[src/rtl/aes_pkg.sv]
// Shared AES constants, the forward S-box and the word helpers used by the AES-256 key schedule.
package aes_pkg;

  localparam int unsigned NK      = 8;
  localparam int unsigned NR      = 14;
  localparam int unsigned NUM_RK  = NR + 1;
  localparam int unsigned RkAddrW = 4;

  localparam logic [RkAddrW-1:0] RkAddrMax = RkAddrW'(NUM_RK - 1);
  localparam logic [2:0]         IterLast  = 3'd7;
  // Rcon sequence is 01,02,04,...,40 in the top byte; seven steps never need GF reduction.
  localparam logic [31:0]        RconInit  = 32'h0100_0000;

  typedef enum logic [1:0] {StIdle, StExpand, StDone} ks_state_e;
  typedef logic [NK-1:0][31:0] key_words_t;

  localparam logic [7:0] SboxTable [256] = '{
    8'h63, 8'h7c, 8'h77, 8'h7b, 8'hf2, 8'h6b, 8'h6f, 8'hc5, 8'h30, 8'h01, 8'h67, 8'h2b, 8'hfe, 8'hd7, 8'hab, 8'h76,
    8'hca, 8'h82, 8'hc9, 8'h7d, 8'hfa, 8'h59, 8'h47, 8'hf0, 8'had, 8'hd4, 8'ha2, 8'haf, 8'h9c, 8'ha4, 8'h72, 8'hc0,
    8'hb7, 8'hfd, 8'h93, 8'h26, 8'h36, 8'h3f, 8'hf7, 8'hcc, 8'h34, 8'ha5, 8'he5, 8'hf1, 8'h71, 8'hd8, 8'h31, 8'h15,
    8'h04, 8'hc7, 8'h23, 8'hc3, 8'h18, 8'h96, 8'h05, 8'h9a, 8'h07, 8'h12, 8'h80, 8'he2, 8'heb, 8'h27, 8'hb2, 8'h75,
    8'h09, 8'h83, 8'h2c, 8'h1a, 8'h1b, 8'h6e, 8'h5a, 8'ha0, 8'h52, 8'h3b, 8'hd6, 8'hb3, 8'h29, 8'he3, 8'h2f, 8'h84,
    8'h53, 8'hd1, 8'h00, 8'hed, 8'h20, 8'hfc, 8'hb1, 8'h5b, 8'h6a, 8'hcb, 8'hbe, 8'h39, 8'h4a, 8'h4c, 8'h58, 8'hcf,
    8'hd0, 8'hef, 8'haa, 8'hfb, 8'h43, 8'h4d, 8'h33, 8'h85, 8'h45, 8'hf9, 8'h02, 8'h7f, 8'h50, 8'h3c, 8'h9f, 8'ha8,
    8'h51, 8'ha3, 8'h40, 8'h8f, 8'h92, 8'h9d, 8'h38, 8'hf5, 8'hbc, 8'hb6, 8'hda, 8'h21, 8'h10, 8'hff, 8'hf3, 8'hd2,
    8'hcd, 8'h0c, 8'h13, 8'hec, 8'h5f, 8'h97, 8'h44, 8'h17, 8'hc4, 8'ha7, 8'h7e, 8'h3d, 8'h64, 8'h5d, 8'h19, 8'h73,
    8'h60, 8'h81, 8'h4f, 8'hdc, 8'h22, 8'h2a, 8'h90, 8'h88, 8'h46, 8'hee, 8'hb8, 8'h14, 8'hde, 8'h5e, 8'h0b, 8'hdb,
    8'he0, 8'h32, 8'h3a, 8'h0a, 8'h49, 8'h06, 8'h24, 8'h5c, 8'hc2, 8'hd3, 8'hac, 8'h62, 8'h91, 8'h95, 8'he4, 8'h79,
    8'he7, 8'hc8, 8'h37, 8'h6d, 8'h8d, 8'hd5, 8'h4e, 8'ha9, 8'h6c, 8'h56, 8'hf4, 8'hea, 8'h65, 8'h7a, 8'hae, 8'h08,
    8'hba, 8'h78, 8'h25, 8'h2e, 8'h1c, 8'ha6, 8'hb4, 8'hc6, 8'he8, 8'hdd, 8'h74, 8'h1f, 8'h4b, 8'hbd, 8'h8b, 8'h8a,
    8'h70, 8'h3e, 8'hb5, 8'h66, 8'h48, 8'h03, 8'hf6, 8'h0e, 8'h61, 8'h35, 8'h57, 8'hb9, 8'h86, 8'hc1, 8'h1d, 8'h9e,
    8'he1, 8'hf8, 8'h98, 8'h11, 8'h69, 8'hd9, 8'h8e, 8'h94, 8'h9b, 8'h1e, 8'h87, 8'he9, 8'hce, 8'h55, 8'h28, 8'hdf,
    8'h8c, 8'ha1, 8'h89, 8'h0d, 8'hbf, 8'he6, 8'h42, 8'h68, 8'h41, 8'h99, 8'h2d, 8'h0f, 8'hb0, 8'h54, 8'hbb, 8'h16
  };

  function automatic logic [7:0] sbox(input logic [7:0] b);
    return SboxTable[b];
  endfunction

  function automatic logic [31:0] sub_word(input logic [31:0] w);
    return {sbox(w[31:24]), sbox(w[23:16]), sbox(w[15:8]), sbox(w[7:0])};
  endfunction

  function automatic logic [31:0] rot_word(input logic [31:0] w);
    return {w[23:0], w[31:24]};
  endfunction

endpackage

[src/rtl/key_schedule_256_expand.sv]
// One combinational AES-256 expansion step: eight old words plus rcon give the next eight words.
module key_schedule_256_expand
  import aes_pkg::*;
(
  input  key_words_t  w,
  input  logic [31:0] rcon,
  output key_words_t  w_next
);

  // Running XOR kept in a block-local variable so each word chains off the previous new word.
  always_comb begin
    logic [31:0] acc;
    w_next    = '0;
    acc       = w[0] ^ sub_word(rot_word(w[7])) ^ rcon;
    w_next[0] = acc;
    acc       = acc ^ w[1];
    w_next[1] = acc;
    acc       = acc ^ w[2];
    w_next[2] = acc;
    acc       = acc ^ w[3];
    w_next[3] = acc;
    acc       = w[4] ^ sub_word(acc);
    w_next[4] = acc;
    acc       = acc ^ w[5];
    w_next[5] = acc;
    acc       = acc ^ w[6];
    w_next[6] = acc;
    acc       = acc ^ w[7];
    w_next[7] = acc;
  end

endmodule

[src/rtl/key_schedule_256.sv]
// Sequential AES-256 key schedule: seven one-per-clock expansion steps fill a 15-entry round-key
// buffer that is read combinationally by the round datapath.
module key_schedule_256
  import aes_pkg::*;
(
  input  logic           clk,
  input  logic           rst,
  input  logic           start,
  input  logic [255:0]   key,
  output logic           busy,
  output logic           key_valid,
  input  logic [3:0]     rk_addr,
  output logic [127:0]   rk_data
);

  ks_state_e    state_q;
  logic [2:0]   iter_q;
  logic [31:0]  rcon_q;
  key_words_t   w_q;
  key_words_t   w_next;
  logic         key_valid_q;
  logic         accept;
  logic [127:0] rk_mem [NUM_RK];

  key_schedule_256_expand u_expand (
    .w      (w_q),
    .rcon   (rcon_q),
    .w_next (w_next)
  );

  assign accept = start && (state_q == StIdle || state_q == StDone);

  always_ff @(posedge clk) begin
    if (rst) begin
      state_q     <= StIdle;
      iter_q      <= '0;
      rcon_q      <= '0;
      w_q         <= '0;
      key_valid_q <= 1'b0;
    end else begin
      unique case (state_q)
        StIdle, StDone: begin
          if (start) begin
            for (int i = 0; i < NK; i++) begin
              w_q[i] <= key[255 - 32*i -: 32];
            end
            iter_q      <= 3'd1;
            rcon_q      <= RconInit;
            key_valid_q <= 1'b0;
            state_q     <= StExpand;
          end
        end
        StExpand: begin
          w_q    <= w_next;
          rcon_q <= rcon_q << 1;
          if (iter_q == IterLast) begin
            key_valid_q <= 1'b1;
            state_q     <= StDone;
          end else begin
            iter_q <= iter_q + 3'd1;
          end
        end
        default: state_q <= StIdle;
      endcase
    end
  end

  // Buffer is deliberately not reset; a reset mid-expansion leaves a partial schedule behind.
  always_ff @(posedge clk) begin
    if (!rst) begin
      if (accept) begin
        rk_mem[0] <= key[255:128];
        rk_mem[1] <= key[127:0];
      end else if (state_q == StExpand) begin
        rk_mem[{iter_q, 1'b0}] <= {w_next[0], w_next[1], w_next[2], w_next[3]};
        if (iter_q != IterLast) begin
          rk_mem[{iter_q, 1'b1}] <= {w_next[4], w_next[5], w_next[6], w_next[7]};
        end
      end
    end
  end

  assign busy      = (state_q == StExpand);
  assign key_valid = key_valid_q;
  assign rk_data   = (rk_addr <= RkAddrMax) ? rk_mem[rk_addr] : '0;

endmodule
[config.mk]
export PLATFORM = sky130hd
export DESIGN_NAME = key_schedule_256
export DESIGN_NICKNAME = d
export VERILOG_FILES = /design/src/rtl/aes_pkg.sv /design/src/rtl/key_schedule_256_expand.sv /design/src/rtl/key_schedule_256.sv
export SDC_FILE = /design/constraint.sdc
export NUM_CORES = 2
export LEC_CHECK = 0
export BUFFER_PORTS_ARGS = -buffer_cell sky130_fd_sc_hd__buf_2
export CORE_MARGIN = 2
export CORE_UTILIZATION = 48
export CTS_CLUSTER_DIAMETER = 120
export DETAILED_ROUTE_END_ITERATION = 10
export HOLD_SLACK_MARGIN = 0.1
export PLACE_DENSITY_LB_ADDON = 0.05
export REMOVE_ABC_BUFFERS = 1
export SYNTH_ARGS = -nofsm -noshare
export SYNTH_HDL_FRONTEND = slang
export SYNTH_SLANG_ARGS = --single-unit
[constraint.sdc]
create_clock -name clk -period 20 [get_ports clk]
set_input_delay 4 -clock clk [delete_from_list [all_inputs] [get_ports clk]]
set_output_delay 4 -clock clk [all_outputs]
set_load 0.05 [all_outputs]
==> impl_metrics.toml <==
[run_status]
status = "complete, no violations"

[layout]
syn_to_final_growth_pct = 10.6
seq_area_um2 = 66900
multi_input_area_um2 = 54700
fillers = 22300
final_util = 0.532
drive_gt1_frac = 0.194
nets = 10600

[clock_tree]
cts_hold_buf = 0
cts_resized = 0
clkSlewWorstSetupHoldPaths_ns = 0.06
cts_tree = "built"
cts_setup_buffers = 0
insertion_delay_ns = 0.95
cts_htree_levels = 4
cts_made_buffers = 246
cts_sinks = 2318
cts_max_path_buffers = 4
ctsRootBufferMaster = "clkbuf_16"

[sta]
fin_crit_sh = 0.622
rsz0062_at_grt = "no"
finalSetupViolations = 0
finalCriticalPeriod_ns = 12.45
hold_viol = 0
fmax_mhz = 80.3
slew_headroom = 0.0610
worst_slew_pin_slew_ns = 1.39
drv_slew = 0
skew_ns = 0.0902

[synth]
netlist_instances = 10200
synth-async-reset-ratio = 0
yosysTopAreaCellShare = 0.488
synth_edf_count = 2048
synth_area_leaders = "edfxtp_1, mux4_2, dfxtp_1, nand2_1, o21ai_0"
ys.flop_type = "edfxtp_1"
synth_area_um2 = 126000
synth-seq-cells = 2318
yosysTopAreaCell = "edfxtp_1"
ys_types = 138
syn_area_per_cell_um2 = 12.3
ys_seq_area_frac = 0.531
synth-warning-count = 0

[worst_setup_path]
critical_path.top_delay_family = "buffers and inverters"
cpPeakStageDelay_ns = 0.84
crit_path_top_delay_cell = "buf_4"
critPathMaxFanout = 131
crit_required_ns = 16.00
cp_num_buf_inv = 5
cp-start-kind = "primary input"
timing.rr.start = "w_q[224]"
crit_path_start = "rk_addr[1]"
path_class = "primary input to output port"
worstSetupEndpointType = "output port"
crit_chain = "buf_8, buf_12, buf_4, buf_4, mux4_2, mux4_2, nor2b_1, buf_2"
crit_arrival_ns = 8.45

[worst_hold_path]
hp-start = "state_q[1]"
hold_path_class = "flop to flop"

[grt]
antenna_found_initial = 64
grt_pass1_vias = 92700
grt_max_degree = 151
overflow = 0
grt_pass1_wl_um = 686000
track_usage = 0.354

[placement]
numPortBuffers = 392
dp_hpwl_um = 305000
gp_congestion = 1.01

[floorplan]
die_height_um = 516
rows = 188
core-area_um2 = 262000
ios = 393
die_x_um = 516
die_area_um2 = 266000
start_util = 0.481

[detailed_routing]
drt_iter0_markers = 13300
drtAntennaViolNets = 0
num_vias = 96500
wl_um = 484000
post_drt_via_cell_ratio = 6.93
first_pass_iters = 7
routedWlPerCell_um = 34.7
route.detailed.drc = 0

[run]
drv_cap = 0
layer usage:
metal / up-vias / global-route usage / share of wire
met4: 28 / 0.150 / 0.049
li1: 40100 / - / -
met1: 48900 / 0.486 / 0.39
met2: 6180 / 0.552 / 0.46
met3: 1294 / 0.0693 / 0.10
met5: - / 0 / 0.00036
cell usage after synthesis (119+ instances only):
cell type	number
buf_2	240
xnor2_1	223
a21oi_1	528
nand2_1	1018
nor2b_1	228
edfxtp_1	2048
nand2b_1	150
nand3_1	202
a211oi_1	129
a22oi_1	145
dfxtp_1	270
o211ai_1	119
a221oi_1	145
nor2_1	599
clkbuf_1	511
o21ai_0	590
nor3_1	257
ha_1	120
xor2_1	131
mux4_2	693
cell usage in the layout (no fill, tap or decap), types with 39 or more instances in the layout:
| cell | instances |
|---|---|
| clkbuf_16 | 247 |
| nor3_1 | 257 |
| a21oi_1 | 527 |
| o311ai_0 | 39 |
| clkbuf_1 | 48 |
| mux4_2 | 693 |
| mux2i_1 | 74 |
| o21ai_1 | 63 |
| buf_4 | 280 |
| or3_1 | 55 |
| o2111ai_1 | 42 |
| clkinv_2 | 40 |
| xnor2_1 | 217 |
| and3_1 | 41 |
| a31oi_1 | 118 |
| a21o_1 | 40 |
| a211oi_1 | 129 |
| nand2_1 | 1017 |
| nor2_1 | 585 |
| inv_1 | 78 |
| a311oi_1 | 74 |
| xor2_1 | 128 |
| nand2b_1 | 147 |
| ha_1 | 120 |
| nand3_1 | 202 |
| o31ai_1 | 62 |
| nand4_1 | 45 |
| dfxtp_1 | 255 |
| buf_2 | 387 |
| a2111oi_0 | 42 |
| o22ai_1 | 49 |
| edfxtp_1 | 2048 |
| o211ai_1 | 119 |
| and2_1 | 47 |
| o221ai_1 | 69 |
| nor2b_1 | 227 |
| a221oi_1 | 145 |
| o21ai_0 | 570 |
| a22oi_1 | 145 |
final cells by class:
cell class,count,area share
Clock inverter,145,0.0131
Clock buffer,308,0.0470
Inverter,102,0.00289
Sequential cell,2318,0.481
Multi-Input combinational cell,6841,0.393
Tap cell,3515,0.0316
Antenna cell,22,0.000395
Timing Repair Buffer,686,0.0316
logic make-up (layout without fill, tap and decap cells):
logic type                 Yosys count  in the layout  synth area share
AOI/OAI and AO/OA                 2657           2657             0.145
xor gates and xnor gates           417            417            0.0348
adders and majority gates          123            123            0.0122
buffers and inverters             1049           1241            0.0372
DFF                               2318           2318             0.531
muxes                              798            798             0.133
other                                0             22                 0
and+or+nand+nor                   2846           2846             0.107
worst min-delay path: cells and delay by family (launching register included):
| kind | cells | cell delay, ns |
|---|---|---|
| flops | 1 | 0.31 |
| compound gates | 1 | 0.06 |
| simple gates | 1 | 0.05 |
stage by stage:
stage / instances / TNS [ns] / instance area, um2 / hold WS (ns) / setup WS [ns]
after floorplan: 9261 / -8679.98 / 122000 / 0.425 / -21.47
after global placement: 13500 / 0 / 131000 / 0.444 / 7.67
after detailed placement: 13500 / 0 / 131000 / 0.453 / 7.63
after CTS: 13900 / 0 / 139000 / 0.462 / 7.63
after global routing: 13900 / 0 / 139000 / 0.489 / 7.32
final: 13900 / 0 / 139000 / 0.464 / 7.55
path summary, 6_finish.rpt:
check | endpoint | slack [ns] | depth (start not counted)
worst max-delay path | rk_data[10] | 7.55 | 8
worst min-delay path | state_q[1] | 0.46 | 2
worst max register to register | rk_mem[7][11] | 9.58 | 24
worst min register to register | state_q[1] | 0.46 | 2
state kept, by name, summed over array words and instances (netlist names):
register,flops
rk_mem,2048
w_q,256
rcon_q,8
iter_q,3
state_q,2
key_valid,1
Power is not shown: default switching activity piles up to over one toggle a cycle in this logic, so the estimate is an artifact.
